--- src/rtl/fpu_half_dispatch_pkg.sv ---
// Shared types for the half-precision FPU dispatch slice: operations, request payload, FSM encoding.
package fpu_half_dispatch_pkg;

  localparam int unsigned WORD_W   = 32;
  localparam int unsigned FPU_RD_W = 5;

  typedef enum logic [3:0] {
    FPU_HALF_ADD  = 4'd0,
    FPU_HALF_SUB  = 4'd1,
    FPU_HALF_MUL  = 4'd2,
    FPU_HALF_DIV  = 4'd3,
    FPU_HALF_SQRT = 4'd4,
    FPU_HALF_MIN  = 4'd5,
    FPU_HALF_MAX  = 4'd6,
    FPU_HALF_FEQ  = 4'd7,
    FPU_HALF_FLT  = 4'd8,
    FPU_HALF_FLE  = 4'd9
  } fpu_operation_t;

  typedef struct packed {
    fpu_operation_t      op;
    logic [WORD_W-1:0]   a;
    logic [WORD_W-1:0]   b;
    logic [FPU_RD_W-1:0] rd;
  } fpu_req_t;

  typedef enum logic [1:0] {
    DISP_IDLE = 2'd0,
    DISP_EXEC = 2'd1,
    DISP_WB   = 2'd2
  } fpu_disp_state_t;

endpackage

--- src/rtl/fpu_half_dispatch_req_fifo.sv ---
// Request FIFO: wrapping pointers plus a separate occupancy count so full/empty never alias.
module fpu_req_fifo
  import fpu_half_dispatch_pkg::*;
#(
  parameter int unsigned DEPTH = 4,
  parameter type entry_t = fpu_req_t,
  localparam int unsigned CNT_W = $clog2(DEPTH) + 1
) (
  input  logic             CLK,
  input  logic             nRST,
  input  logic             flush,
  input  logic             push,
  input  logic             pop,
  input  entry_t           din,
  output entry_t           head,
  output logic [CNT_W-1:0] count,
  output logic             full,
  output logic             empty
);

  localparam int unsigned PTR_W = $clog2(DEPTH);

  entry_t           mem_q [DEPTH];
  entry_t           mem_d [DEPTH];
  logic [PTR_W-1:0] wr_ptr_q, wr_ptr_d;
  logic [PTR_W-1:0] rd_ptr_q, rd_ptr_d;
  logic [CNT_W-1:0] count_q, count_d;
  logic             push_ok, pop_ok;

  assign full    = (count_q == CNT_W'(DEPTH));
  assign empty   = (count_q == '0);
  assign head    = mem_q[rd_ptr_q];
  assign count   = count_q;
  assign push_ok = push && !full;
  assign pop_ok  = pop && !empty;

  // Next-state for storage, pointers and count; flush empties the queue and drops any push.
  always_comb begin
    mem_d    = mem_q;
    wr_ptr_d = wr_ptr_q;
    rd_ptr_d = rd_ptr_q;
    count_d  = count_q;
    if (flush) begin
      wr_ptr_d = '0;
      rd_ptr_d = '0;
      count_d  = '0;
    end else begin
      if (push_ok) begin
        mem_d[wr_ptr_q] = din;
        wr_ptr_d        = wr_ptr_q + PTR_W'(1);
      end
      if (pop_ok) begin
        rd_ptr_d = rd_ptr_q + PTR_W'(1);
      end
      case ({push_ok, pop_ok})
        2'b10:   count_d = count_q + CNT_W'(1);
        2'b01:   count_d = count_q - CNT_W'(1);
        default: count_d = count_q;
      endcase
    end
  end

  // State registers.
  always_ff @(posedge CLK or negedge nRST) begin
    if (!nRST) begin
      for (int i = 0; i < DEPTH; i++) mem_q[i] <= '0;
      wr_ptr_q <= '0;
      rd_ptr_q <= '0;
      count_q  <= '0;
    end else begin
      mem_q    <= mem_d;
      wr_ptr_q <= wr_ptr_d;
      rd_ptr_q <= rd_ptr_d;
      count_q  <= count_d;
    end
  end

endmodule

--- src/rtl/fpu_half_dispatch.sv ---
// Half-precision FPU dispatch: queues requests, runs the unit start/done handshake, holds results for writeback.
module fpu_half_dispatch
  import fpu_half_dispatch_pkg::*;
#(
  parameter int unsigned DEPTH = 4,
  parameter int unsigned RD_W  = FPU_RD_W,
  localparam int unsigned CNT_W = $clog2(DEPTH) + 1
) (
  input  logic              CLK,
  input  logic              nRST,
  input  logic              flush,
  input  logic              req_valid,
  output logic              req_ready,
  input  fpu_operation_t    req_op,
  input  logic [WORD_W-1:0] req_a,
  input  logic [WORD_W-1:0] req_b,
  input  logic [RD_W-1:0]   req_rd,
  output logic              fpu_start,
  output fpu_operation_t    fpu_operation,
  output logic [WORD_W-1:0] fpu_a,
  output logic [WORD_W-1:0] fpu_b,
  input  logic              fpu_done,
  input  logic [WORD_W-1:0] fpu_out,
  output logic              wb_valid,
  input  logic              wb_ready,
  output logic [RD_W-1:0]   wb_rd,
  output logic [WORD_W-1:0] wb_data,
  output logic              busy,
  output logic [CNT_W-1:0]  count
);

  localparam logic [1:0] ST_IDLE = DISP_IDLE;
  localparam logic [1:0] ST_EXEC = DISP_EXEC;
  localparam logic [1:0] ST_WB   = DISP_WB;

  logic [1:0]        state_q, state_d;
  logic              fpu_start_q, fpu_start_d;
  fpu_operation_t    fpu_op_q, fpu_op_d;
  logic [WORD_W-1:0] fpu_a_q, fpu_a_d;
  logic [WORD_W-1:0] fpu_b_q, fpu_b_d;
  logic              wb_valid_q, wb_valid_d;
  logic [RD_W-1:0]   wb_rd_q, wb_rd_d;
  logic [WORD_W-1:0] wb_data_q, wb_data_d;

  fpu_req_t fifo_din, fifo_head;
  logic     fifo_full, fifo_empty, push, pop;

  assign req_ready = !fifo_full;
  assign push      = req_valid && req_ready && !flush;
  assign pop       = (state_q == ST_EXEC) && fpu_done && !flush;
  assign fifo_din  = '{op: req_op, a: req_a, b: req_b, rd: FPU_RD_W'(req_rd)};

  fpu_req_fifo #(
    .DEPTH   (DEPTH),
    .entry_t (fpu_req_t)
  ) u_fifo (
    .CLK   (CLK),
    .nRST  (nRST),
    .flush (flush),
    .push  (push),
    .pop   (pop),
    .din   (fifo_din),
    .head  (fifo_head),
    .count (count),
    .full  (fifo_full),
    .empty (fifo_empty)
  );

  // Sequencer next state, unit drive for the coming cycle, and writeback capture.
  always_comb begin
    state_d   = state_q;
    wb_rd_d   = wb_rd_q;
    wb_data_d = wb_data_q;
    case (state_q)
      ST_IDLE: if (!fifo_empty) state_d = ST_EXEC;
      ST_EXEC: begin
        if (fpu_done) begin
          state_d   = ST_WB;
          wb_data_d = fpu_out;
          wb_rd_d   = RD_W'(fifo_head.rd);
        end
      end
      ST_WB:   if (wb_ready) state_d = fifo_empty ? ST_IDLE : ST_EXEC;
      default: state_d = ST_IDLE;
    endcase
    if (flush) begin
      state_d   = ST_IDLE;
      wb_rd_d   = wb_rd_q;
      wb_data_d = wb_data_q;
    end
    // Head cannot change while in EXEC (pop only on exit), so the unit sees stable operands.
    fpu_start_d = (state_d == ST_EXEC);
    fpu_op_d    = fpu_start_d ? fifo_head.op : fpu_operation_t'(4'd0);
    fpu_a_d     = fpu_start_d ? fifo_head.a : '0;
    fpu_b_d     = fpu_start_d ? fifo_head.b : '0;
    wb_valid_d  = (state_d == ST_WB);
  end

  // State and output registers.
  always_ff @(posedge CLK or negedge nRST) begin
    if (!nRST) begin
      state_q     <= ST_IDLE;
      fpu_start_q <= 1'b0;
      fpu_op_q    <= fpu_operation_t'(4'd0);
      fpu_a_q     <= '0;
      fpu_b_q     <= '0;
      wb_valid_q  <= 1'b0;
      wb_rd_q     <= '0;
      wb_data_q   <= '0;
    end else begin
      state_q     <= state_d;
      fpu_start_q <= fpu_start_d;
      fpu_op_q    <= fpu_op_d;
      fpu_a_q     <= fpu_a_d;
      fpu_b_q     <= fpu_b_d;
      wb_valid_q  <= wb_valid_d;
      wb_rd_q     <= wb_rd_d;
      wb_data_q   <= wb_data_d;
    end
  end

  assign fpu_start     = fpu_start_q;
  assign fpu_operation = fpu_op_q;
  assign fpu_a         = fpu_a_q;
  assign fpu_b         = fpu_b_q;
  assign wb_valid      = wb_valid_q;
  assign wb_rd         = wb_rd_q;
  assign wb_data       = wb_data_q;
  assign busy          = (state_q != ST_IDLE) || (count != '0);

endmodule

--- config.mk ---
export PLATFORM = sky130hd
export DESIGN_NAME = fpu_half_dispatch
export DESIGN_NICKNAME = d
export VERILOG_FILES = /design/src/rtl/fpu_half_dispatch_pkg.sv /design/src/rtl/fpu_half_dispatch_req_fifo.sv /design/src/rtl/fpu_half_dispatch.sv
export SDC_FILE = /design/constraint.sdc
export NUM_CORES = 1
export LEC_CHECK = 0
export CAP_MARGIN = 20
export CORE_ASPECT_RATIO = 1.75
export CORE_MARGIN = 5
export CORE_UTILIZATION = 46
export CTS_BUF_LIST = sky130_fd_sc_hd__clkbuf_16
export DETAILED_ROUTE_END_ITERATION = 8
export PLACE_DENSITY = 0.71
export SLEW_MARGIN = 20
export SYNTH_ARGS = -nofsm -noshare
export SYNTH_HDL_FRONTEND = slang
export SYNTH_SLANG_ARGS = --single-unit
--- constraint.sdc ---
create_clock -name CLK -period 2.4 [get_ports CLK]
set_input_delay 0.48 -clock CLK [delete_from_list [all_inputs] [get_ports CLK]]
set_output_delay 0.48 -clock CLK [all_outputs]
set_load 0.01 [all_outputs]
==> impl_metrics.xml <==
<?xml version="1.0" encoding="UTF-8"?>
<metrics>
  <group name="hold_path">
    <metric name="holdCritPathClass" unit="">primary input to asynchronous set/reset pin</metric>
  </group>
  <group name="sta">
    <metric name="fin_crit_sh" unit="%">97.2</metric>
    <metric name="setup-tns-final" unit="ns">0</metric>
    <metric name="slew_viol_final" unit="">0</metric>
    <metric name="fin_hold_ws" unit="ns">0.476</metric>
    <metric name="setup_viol" unit="">0</metric>
    <metric name="timing.final.hold_violations" unit="">0</metric>
    <metric name="max_clock_freq" unit="GHz">0.429</metric>
    <metric name="relSlewSlack" unit="%">29.0</metric>
    <metric name="finalCriticalPeriod" unit="ns">2.33</metric>
    <metric name="worst_clock_skew" unit="ns">0.00948</metric>
    <metric name="timing_worst_slew_pin_value" unit="ns">1.06</metric>
  </group>
  <group name="logic_synthesis">
    <metric name="syn_area_per_cell" unit="um^2">17.3</metric>
    <metric name="total_nets_after_synthesis" unit="">1129</metric>
    <metric name="netlist_instances" unit="">1013</metric>
    <metric name="synth-seq-cells" unit="">408</metric>
    <metric name="synth_warnings" unit="">0</metric>
    <metric name="synth.yosys.seq_area_share" unit="%">58.2</metric>
    <metric name="netlist_area" unit="um^2">17500</metric>
    <metric name="synthDistinctLibCells" unit="">40</metric>
  </group>
  <group name="placement">
    <metric name="routabilityCongestion" unit="">0.798</metric>
    <metric name="placed_area" unit="um^2">20600</metric>
    <metric name="dp.final_hpwl" unit="mm">25.1</metric>
    <metric name="buffer_ports.inserted" unit="">222</metric>
  </group>
  <group name="critical_path">
    <metric name="maximum_fanout_encountered_on_the_critical_timing_path" unit="">8</metric>
    <metric name="worst-setup-path-type" unit="">flop to primary output</metric>
    <metric name="worst_r2r_startpoint" unit="">u_fifo.count[0]</metric>
    <metric name="critPathCaptureType" unit="">primary output</metric>
    <metric name="r2r.worst_path.cells" unit="">7</metric>
    <metric name="regToRegEndpoint" unit="">u_fifo.count[2]</metric>
    <metric name="worst_ep_arrival_time" unit="ns">1.85</metric>
    <metric name="worstPathRequired" unit="ns">1.92</metric>
    <metric name="critical_path.startpoint" unit="">u_fifo.count[0]</metric>
    <metric name="reg2reg_setup_slack" unit="ns">0.18</metric>
    <metric name="worstSetupStartpointType" unit="">flop</metric>
  </group>
  <group name="global_routing">
    <metric name="globalRoute.totalOverflow" unit="">0</metric>
    <metric name="number_of_antenna_violations_at_the_first_check_in_global_routing" unit="">5</metric>
    <metric name="grt_max_degree" unit="">69</metric>
    <metric name="global_route_wire_length_before_repair" unit="mm">61.2</metric>
    <metric name="first_global_vias" unit="">10800</metric>
    <metric name="global_route.usage.total" unit="%">18.5</metric>
  </group>
  <group name="floorplanning">
    <metric name="floorplan.io_pins" unit="">223</metric>
    <metric name="core_region_area" unit="um^2">37600</metric>
    <metric name="die_outline_area" unit="um^2">42300</metric>
    <metric name="std_cell_rows" unit="">94</metric>
    <metric name="initial_core_util" unit="%">46.6</metric>
    <metric name="fp.dieW" unit="um">158</metric>
    <metric name="y_dimension_of_the_die" unit="um">268</metric>
  </group>
  <group name="cts">
    <metric name="clockBufferDepth" unit="">3</metric>
    <metric name="ctsHtreeMaxLevel" unit="">2</metric>
    <metric name="cts_made_buffers" unit="">39</metric>
    <metric name="clkTransAtPathRegs" unit="ns">0.07</metric>
    <metric name="cts_tree" unit="">built</metric>
    <metric name="clkLatencyLatePin" unit="ns">0.53</metric>
    <metric name="cts.sinks" unit="">408</metric>
    <metric name="clock_tree.root_cell" unit="">sky130_fd_sc_hd__clkbuf_16</metric>
  </group>
  <group name="detailed_routing">
    <metric name="post_drt_via_cell_ratio" unit="">5.30</metric>
    <metric name="routed_wire_length_per_instance" unit="um">21.5</metric>
    <metric name="via_count" unit="">9469</metric>
    <metric name="routed_wl" unit="mm">38.4</metric>
    <metric name="detail_route.iter0.violations" unit="">336</metric>
    <metric name="route.antenna.remaining_nets" unit="">0</metric>
    <metric name="drt_pre_antenna_iters" unit="">4</metric>
    <metric name="drc_errors" unit="">0</metric>
  </group>
  <group name="layout">
    <metric name="layout.cells.most_common" unit="">sky130_fd_sc_hd__dfrtp_1</metric>
    <metric name="stdcell_area" unit="um^2">21900</metric>
    <metric name="layout.nets" unit="">1392</metric>
    <metric name="most-common-layout-cells" unit="">sky130_fd_sc_hd__dfrtp_1 (405), sky130_fd_sc_hd__clkdlybuf4s50_1 (219), sky130_fd_sc_hd__mux2_2 (189), sky130_fd_sc_hd__mux2_4 (140), sky130_fd_sc_hd__mux4_2 (73)</metric>
    <metric name="postLayoutCoreUtil" unit="%">58.1</metric>
    <metric name="area_growth" unit="%">24.8</metric>
    <metric name="layout-drive-gt1-share" unit="%">41.0</metric>
  </group>
  <group name="power">
    <metric name="power.leakage" unit="nW">9.54</metric>
    <metric name="vdd_drop_max" unit="mV">0.592</metric>
    <metric name="cellPowerDensity" unit="nW/um^2">918</metric>
  </group>
  <group name="run_status">
    <metric name="status" unit="">complete, no violations</metric>
  </group>
  <group name="run">
    <metric name="cap_viol_max_count" unit="">0</metric>
  </group>
</metrics>
==> layer usage <==
layer / vias up / GRT usage [%] / part of all wire, % / wire length, um
li1: 4155 / - / - / -
met1: 5099 / 23.2 / 40 / 15400
met2: 162 / 33.1 / 54 / 20800
met3: 53 / 2.47 / 3.1 / 1190
met4: 0 / 6.05 / 2.6 / 998
met5: - / 0 / 0 / 0
==> synthesized netlist by cell type (all sizes together) <==
library cell	n	area, um^2
a211oi	1	7.51
a21o	2	15.0
a21oi	4	20.0
a31oi	2	12.5
and2	1	6.26
and3	2	22.5
and3b	1	8.76
buf	45	482
clkbuf	21	78.8
dfrtp	408	10200
fa	1	20.0
ha	4	50.1
inv	5	18.8
mux2	329	4230
mux4	73	1640
nand2	6	22.5
nand2b	1	6.26
nand3	6	40.0
nand3b	1	7.51
nor2	7	26.3
nor2b	71	444
nor3	4	25.0
nor3b	2	15.0
o211ai	1	7.51
o21ai	3	15.0
o21bai	1	7.51
o22ai	1	6.26
o311ai	1	8.76
o31a	1	10.0
or2b	1	7.51
or3	2	12.5
or3b	1	8.76
or4	1	8.76
xnor2	3	26.3
==> worst max path at each step <==
stage               slack, ns              end
floorplan                0.06  u_fifo.count[2]
global placement        -0.21  u_fifo.count[2]
detailed placement      -0.22  u_fifo.count[2]
CTS                     0.009        req_ready
global route          -0.0003        req_ready
finish                   0.07        req_ready
==> kinds of logic (layout without fill, tap and decap cells) <==
group	count (synthesis)	count (layout)	synth area share [%]
buffers and inverters	71	359	3.30
and+or+nand+nor	107	107	3.78
muxes	402	402	33.5
DFF	408	408	58.2
other	0	4	0
AOI/OAI and AO/OA	17	17	0.628
adders and majority gates	5	5	0.400
xor gates and xnor gates	3	3	0.150
==> area by class of cell <==
class                           count  area, um^2
Tap cell                          480         601
Clock buffer                       39         976
Multi-Input combinational cell    534        6780
Timing Repair Buffer              288        3040
Sequential cell                   408       10200
Clock inverter                     27         228
Antenna cell                        4        10.0
Inverter                            5        18.8
Fill cell                        2962       15800
==> repair_timing <==
item / 4_1_cts / 5_1_grt
buffers inserted: 0 / 2
hold endpoints to repair: 48 / 0
setup endpoints to repair: 2 / 1
gates resized for setup: 4 / 0
hold buffers: 1 / 0
==> power by group <==
group	switching [mW]	total, mW	internal (mW)
sequential	0.937	9.61	8.67
combinational	1.33	4.48	3.15
clock	2.61	5.99	3.38
total	4.88	20.1	15.2
==> registers in the layout (all words and copies together), names as in the netlist <==
register         count
fpu_a               32
fpu_b               32
fpu_operation        4
fpu_start            1
state_q              2
u_fifo.count         3
u_fifo.mem_q       292
u_fifo.rd_ptr_q      2
u_fifo.wr_ptr_q      2
wb_data             32
wb_rd                5
wb_valid             1
==> critical path, stage by stage, from the launching register on <==
cell                              delay [ns]
sky130_fd_sc_hd__dfrtp_2                0.46
sky130_fd_sc_hd__or3b_1                 0.41
sky130_fd_sc_hd__buf_4                  0.19
sky130_fd_sc_hd__clkdlybuf4s15_1        0.27
==> per-stage QoR <==
stage                     instances  setup WS (ns)  total power, mW
after CTS                      1779        0.00915             20.3
final                          1785         0.0679             20.1
after floorplan                1013         0.0602             12.4
after detailed placement       1712         -0.224             14.2
after global routing           1785      -0.000339             21.0
after global placement         1712         -0.212             14.0
Power figures use the tool's default switching activity.
